--- config.mk ---
export PLATFORM = sky130hd
export DESIGN_NAME = elastic_pipe
export DESIGN_NICKNAME = d
export VERILOG_FILES = /design/src/rtl/elastic_pipe.sv
export SDC_FILE = /design/constraint.sdc
export NUM_CORES = 1
export LEC_CHECK = 0
export BUFFER_PORTS_ARGS = -buffer_cell sky130_fd_sc_hd__buf_4
export CORE_AREA = 2 2 88 73
export CTS_CLUSTER_SIZE = 30
export DETAILED_ROUTE_END_ITERATION = 8
export DIE_AREA = 0 0 90 75
export PLACE_DENSITY = 0.87
export SYNTH_ARGS = -nofsm -noshare
export SYNTH_HDL_FRONTEND = slang
export SYNTH_SLANG_ARGS = --single-unit
--- constraint.sdc ---
create_clock -name clk -period 6.6 [get_ports clk]
set_input_delay 1.32 -clock clk [delete_from_list [all_inputs] [get_ports clk]]
set_output_delay 1.32 -clock clk [all_outputs]
set_load 0.02 [all_outputs]
--- src/rtl/elastic_pipe.sv ---
// Valid/ready pipeline register built from DEPTH chained two-entry skid stages.
// Optional stall counter output enabled by defining ELASTIC_PIPE_STALLCNT_EN.
module elastic_pipe #(
    parameter int WIDTH = 32,
    parameter int DEPTH = 1,
    parameter int CW    = $clog2(2*DEPTH+1)
) (
    input  logic             clk,
    input  logic             reset,
    input  logic             flush,
    input  logic             in_valid,
    output logic             in_ready,
    input  logic [WIDTH-1:0] in_data,
    output logic             out_valid,
    input  logic             out_ready,
    output logic [WIDTH-1:0] out_data,
    output logic [CW-1:0]    count
`ifdef ELASTIC_PIPE_STALLCNT_EN
   ,output logic [31:0]      stall_cnt
`endif
);

    typedef enum logic [1:0] {
        ST_EMPTY = 2'd0,
        ST_ONE   = 2'd1,
        ST_FULL  = 2'd2
    } stage_state_t;

    // Link k is the handshake into stage k; link DEPTH faces downstream.
    logic [DEPTH:0]            link_valid;
    logic [DEPTH:0]            link_ready;
    logic [DEPTH:0][WIDTH-1:0] link_data;

    assign link_valid[0]     = in_valid;
    assign link_data[0]      = in_data;
    assign link_ready[DEPTH] = out_ready;

    assign in_ready  = link_ready[0];
    assign out_valid = link_valid[DEPTH];
    assign out_data  = link_data[DEPTH];

    genvar k;
    generate
        for (k = 0; k < DEPTH; k++) begin : g_stage
            stage_state_t     state;
            stage_state_t     state_nxt;
            logic [WIDTH-1:0] main_q;
            logic [WIDTH-1:0] skid_q;
            logic             ready_q;
            logic             push;
            logic             pop;

            assign push = link_valid[k] && ready_q;
            assign pop  = (state != ST_EMPTY) && link_ready[k+1];

            assign link_ready[k]  = ready_q;
            assign link_valid[k+1] = (state != ST_EMPTY);
            assign link_data[k+1]  = main_q;

            // NOTE: every variable written here gets a default first so no latch is inferred.
            always_comb begin
                state_nxt = state;
                case (state)
                    ST_EMPTY: if (push) state_nxt = ST_ONE;
                    ST_ONE: begin
                        if (push && !pop)      state_nxt = ST_FULL;
                        else if (pop && !push) state_nxt = ST_EMPTY;
                    end
                    ST_FULL:  if (pop) state_nxt = ST_ONE;
                    default:  state_nxt = ST_EMPTY;
                endcase
            end

            // NOTE: sequential state uses non-blocking assignments only, so stages
            // chained in the same edge all see each other's pre-edge values.
            always_ff @(posedge clk or posedge reset) begin
                if (reset) begin
                    state   <= ST_EMPTY;
                    // NOTE: payload registers are reset so out_data reads 0 after reset/flush.
                    main_q  <= '0;
                    skid_q  <= '0;
                    ready_q <= 1'b1;
                end else if (flush) begin
                    state   <= ST_EMPTY;
                    main_q  <= '0;
                    skid_q  <= '0;
                    ready_q <= 1'b1;
                end else begin
                    state   <= state_nxt;
                    ready_q <= (state_nxt != ST_FULL);
                    case (state)
                        ST_EMPTY: if (push) main_q <= link_data[k];
                        ST_ONE: begin
                            if (push && !pop)     skid_q <= link_data[k];
                            else if (push && pop) main_q <= link_data[k];
                        end
                        ST_FULL:  if (pop) main_q <= skid_q;
                        default:  ;
                    endcase
                end
            end
        end
    endgenerate

    // Internal stage-to-stage moves conserve entries, so occupancy only
    // changes on the two outer handshakes.
    logic in_xfer;
    logic out_xfer;

    assign in_xfer  = in_valid && in_ready;
    assign out_xfer = out_valid && out_ready;

    always_ff @(posedge clk or posedge reset) begin
        if (reset) begin
            count <= '0;
        end else if (flush) begin
            count <= '0;
        end else begin
            count <= count + CW'(in_xfer) - CW'(out_xfer);
        end
    end

`ifdef ELASTIC_PIPE_STALLCNT_EN
    // Saturating count of cycles downstream held off valid data; survives flush.
    always_ff @(posedge clk or posedge reset) begin
        if (reset) begin
            stall_cnt <= '0;
        end else if (out_valid && !out_ready && (stall_cnt != 32'hFFFF_FFFF)) begin
            stall_cnt <= stall_cnt + 32'd1;
        end
    end
`endif

endmodule

==> summary.txt <==
SYNTHESIS
------------------------------------------------------------------------------------------------------
Mapped Avg Cell Area                                                                        12.74 um^2
Xor-xnor portion of the synthesized cell area                                                 0.005331
Flops & latches, synth                                                                              69
Synthesis Warnings                                                                                   0
Compound-Gate Fraction of Synth Area                                                            0.2056
Asr flop ratio synth                                                                             1.000
Synthesized-area fraction occupied by adder cells                                              0.01904
Top_reg_cell synth                                                                        sky130_fd_sc_hd__dfrtp_1
Post-synthesis simple-gate area fraction                                                       0.09596
Post-synthesis sequential area ratio                                                            0.5259
Post-synth EDFFs                                                                                     0
Instance count of the mapped netlist                                                               258
Dominant combinational cell family by area after synthesis                                compound AO/OA/AOI/OAI gates
Proportion of synthesized area in mux cells                                                    0.09749
Net count after synthesis                                                                          300
Cell Area, Synth                                                                             3286 um^2
Count of distinct cell types in the synthesized netlist                                             28

TIMING
------------------------------------------------------------------------------------------------------
Ratio of final minimum period to clock period                                                   0.5014
Achievable clock frequency                                                                   302.2 MHz
Final critical delay including setup and external delays                                      3.309 ns
Worst-Margin Slew                                                                             1.105 ns
Pins Over Slew Limit                                                                                 0
Hold violation count in the final report                                                             0
RSZ-0062 raised after global routing                                                                no
Worst-case headroom to the max-slew limit                                                       0.2630
Number of failing setup endpoints in the final timing report                                         0
Final worst clock skew                                                                     0.009860 ns
Total Neg Setup Slack                                                                             0 ns

SETUP PATH
------------------------------------------------------------------------------------------------------
Crit path capture type                                                                        register
Required time reported for the critical path endpoint                                          6.78 ns
Largest incremental delay on the critical path                                                 0.80 ns
Critical path start-end classification                                                       in -> reg
Crit path top cell by count                                                               sky130_fd_sc_hd__buf_4
Startpoint kind of the worst setup timing path                                              input port
Data arrival time of the critical path                                                         3.49 ns
Crit Path Max Fanout                                                                                33
Cell-by-cell listing of the critical path                                                 buf_4 > nand2_1 > inv_1 > ha_1 > nor4bb_4 > buf_4 > or3_2 > a211oi_2
Slowest stage cell, crit path                                                             sky130_fd_sc_hd__or3_2

FINISH
------------------------------------------------------------------------------------------------------
Post-route design area                                                                       4079 um^2
Fin nets                                                                                           358
Fill count                                                                                         439
Share of post-route cells with drive strength above 1                                           0.4112
Inserted Diodes                                                                                      0
Layout area overhead                                                                            24.14%

DRT
------------------------------------------------------------------------------------------------------
Number of iterations in the first detailed-routing pass                                              5
Wire length after detailed routing                                                             7512 um
Number of nets with antenna violations after detailed routing                                        0
WL per Instance                                                                               18.69 um
Routed via count divided by cell count                                                           5.893
Vias post-DR                                                                                      2369
DRC marker count from the first detailed-route iteration                                           105
Total DRC errors in the routed layout                                                                0

GLOBAL ROUTING
------------------------------------------------------------------------------------------------------
Wire length of the first global-routing pass                                                  12210 um
Number of antenna violations at the first check in global routing                                    0
Total global-route track usage                                                                  0.2336
Vias in the first global route                                                                    2449
Pin count of the biggest net entering global routing                                                70
GRT Residual Overflow                                                                                0

PLACE
------------------------------------------------------------------------------------------------------
Port Buffer Count                                                                                   72
Detailed-placement wirelength estimate                                                         4591 um
RD Place Congestion                                                                             0.6997
Cell area reported after detailed placement                                                  3845 um^2

CLOCK NETWORK
------------------------------------------------------------------------------------------------------
Clock Tree Root                                                                           sky130_fd_sc_hd__clkbuf_8
CTS tree                                                                                          done
Number of buffers inserted during clock tree synthesis                                               9
Post-CTS setup buffers                                                                               0
Maximum buffer depth of the clock tree                                                               2
Clock transition at the register clock pins on the worst setup and hold paths after CTS        0.07 ns
Clock latency of the later-clocked register in the worst-skew pair                             0.34 ns
Hold buffers post-CTS                                                                                0
Number of H-tree levels                                                                              3
Count of cells resized by post-cts repair                                                            0
Clock Sink Count                                                                                    69

POWER AND IR DROP
------------------------------------------------------------------------------------------------------
Pwr/cell area                                                                             275.6 nW/um^2
Overall power of the completed layout                                                         1.124 mW
Leakage power summed over all cells                                                           2.076 nW
Max IR drop VDD                                                                              0.1857 mV

DIE
------------------------------------------------------------------------------------------------------
Placeable core region                                                                        5818 um^2
Horizontal die dimension                                                                         90 um
Area of the die                                                                              6750 um^2
Count of standard-cell rows                                                                         25
Number of I/O pins                                                                                  73
Die height                                                                                       75 um
Initial core utilization                                                                        0.5647

OUTCOME
------------------------------------------------------------------------------------------------------
Result of the run                                                                         finished, final reports clean

WORST HOLD PATH
------------------------------------------------------------------------------------------------------
Hold WC Path Type                                                                           reg -> reg

JOB
------------------------------------------------------------------------------------------------------
Max-cap violations                                                                                   0

-- final timing paths --
| check | from | endpoint | slack [ns] | cells after the start |
|---|---|---|---|---|
| worst min-delay path | g_stage[0].skid_q[8] | g_stage[0].skid_q[8] | 0.51 | 1 |
| max in group asynchronous | reset | out_data[27] | 4.79 | 3 |
| worst max register to register | g_stage[0].state[1] | out_data[7] | 3.69 | 8 |
| min in group asynchronous | reset | g_stage[0].skid_q[12] | 1.23 | 3 |
| worst max-delay path | in_valid | out_data[0] | 3.29 | 8 |
| worst min register to register | g_stage[0].skid_q[8] | g_stage[0].skid_q[8] | 0.51 | 1 |
-- cell usage after synthesis, types with 2 or more instances --
master | number | area [um^2]
sky130_fd_sc_hd__inv_1 | 4 | 15.01
sky130_fd_sc_hd__nor2b_1 | 3 | 18.77
sky130_fd_sc_hd__a22o_1 | 32 | 280.3
sky130_fd_sc_hd__buf_6 | 4 | 45.04
sky130_fd_sc_hd__ha_1 | 5 | 62.56
sky130_fd_sc_hd__nand2b_1 | 2 | 12.51
sky130_fd_sc_hd__nand2_1 | 2 | 7.510
sky130_fd_sc_hd__buf_2 | 4 | 20.02
sky130_fd_sc_hd__nor4_1 | 32 | 200.2
sky130_fd_sc_hd__a211oi_2 | 30 | 375.4
sky130_fd_sc_hd__dfrtp_1 | 68 | 1702
sky130_fd_sc_hd__a211oi_1 | 2 | 15.01
sky130_fd_sc_hd__nor2_1 | 3 | 11.26
sky130_fd_sc_hd__clkbuf_1 | 22 | 82.58
sky130_fd_sc_hd__mux2i_1 | 32 | 320.3
-- cell families after synthesis --
family | Yosys count
flops | 69
compound gates | 65
simple gates | 50
mux | 32
fa+ha+maj | 5
buf+inv | 35
xor+xnor | 2
-- flip-flops by register name (all words and copies together), names as in the netlist --
name	count
out_data	32
count	2
in_ready	1
g_stage.state	2
g_stage.skid_q	32
-- placed cells by master, fill, tap and decap left out, drive strengths merged, types with 2 or more instances in the layout --
| cell | count |
|---|---|
| clkbuf | 11 |
| nor4 | 32 |
| dfrtp | 68 |
| nand2 | 2 |
| inv | 4 |
| a211oi | 32 |
| a22o | 32 |
| mux2i | 32 |
| buf | 78 |
| nor2b | 3 |
| bufinv | 2 |
| nand2b | 2 |
| ha | 5 |
| nor2 | 3 |
| clkinvlp | 3 |
-- final cells by class --
cell class / count / area, um^2 / share of cell area
Timing Repair Buffer: 78 / 585.6 / 0.1436
Clock inverter: 5 / 82.58 / 0.02025
Tap cell: 81 / 101.3 / 0.02485
Inverter: 4 / 15.01 / 0.003681
Sequential cell: 69 / 1728 / 0.4236
Multi-Input combinational cell: 154 / 1415 / 0.3469
Clock buffer: 11 / 151.4 / 0.03712
-- per-stage QoR --
step	cells	setup slack [ns]	utilization	hold slack [ns]
final	402	3.291	0.7011	0.5057
after floorplan	258	3.542	-	0.4723
after global placement	386	3.017	0.6609	0.4868
after global routing	402	3.163	0.7011	0.5203
after CTS	402	3.313	0.7011	0.5108
after detailed placement	386	2.948	0.6609	0.4902
-- critical path: cells and delay by family --
kind | cells | cell delay (ns)
adders and majority gates | 1 | 0.24
AOI/OAI and AO/OA | 1 | 0.16
and+or+nand+nor | 3 | 1.18
buffers and inverters | 3 | 0.56
-- per-layer routing --
metal,vias up,GRT usage,wire (um),part of all wire
li1,1111,-,-,-
met1,1161,0.3115,3280,0.44
met2,93,0.3793,3599,0.48
met3,4,0.08308,606,0.081
met4,0,0.04957,26,0.0035
met5,-,0,0,0
-- report_power, final --
group / total, mW / leakage (nW) / switching [mW] / internal (mW)
clock network: 0.391 / 0.108 / 0.158 / 0.233
registers: 0.484 / 0.926 / 0.0254 / 0.459
logic: 0.249 / 1.04 / 0.139 / 0.110
total: 1.12 / 2.08 / 0.322 / 0.802
Note: power is estimated with default switching activity, not from simulation.
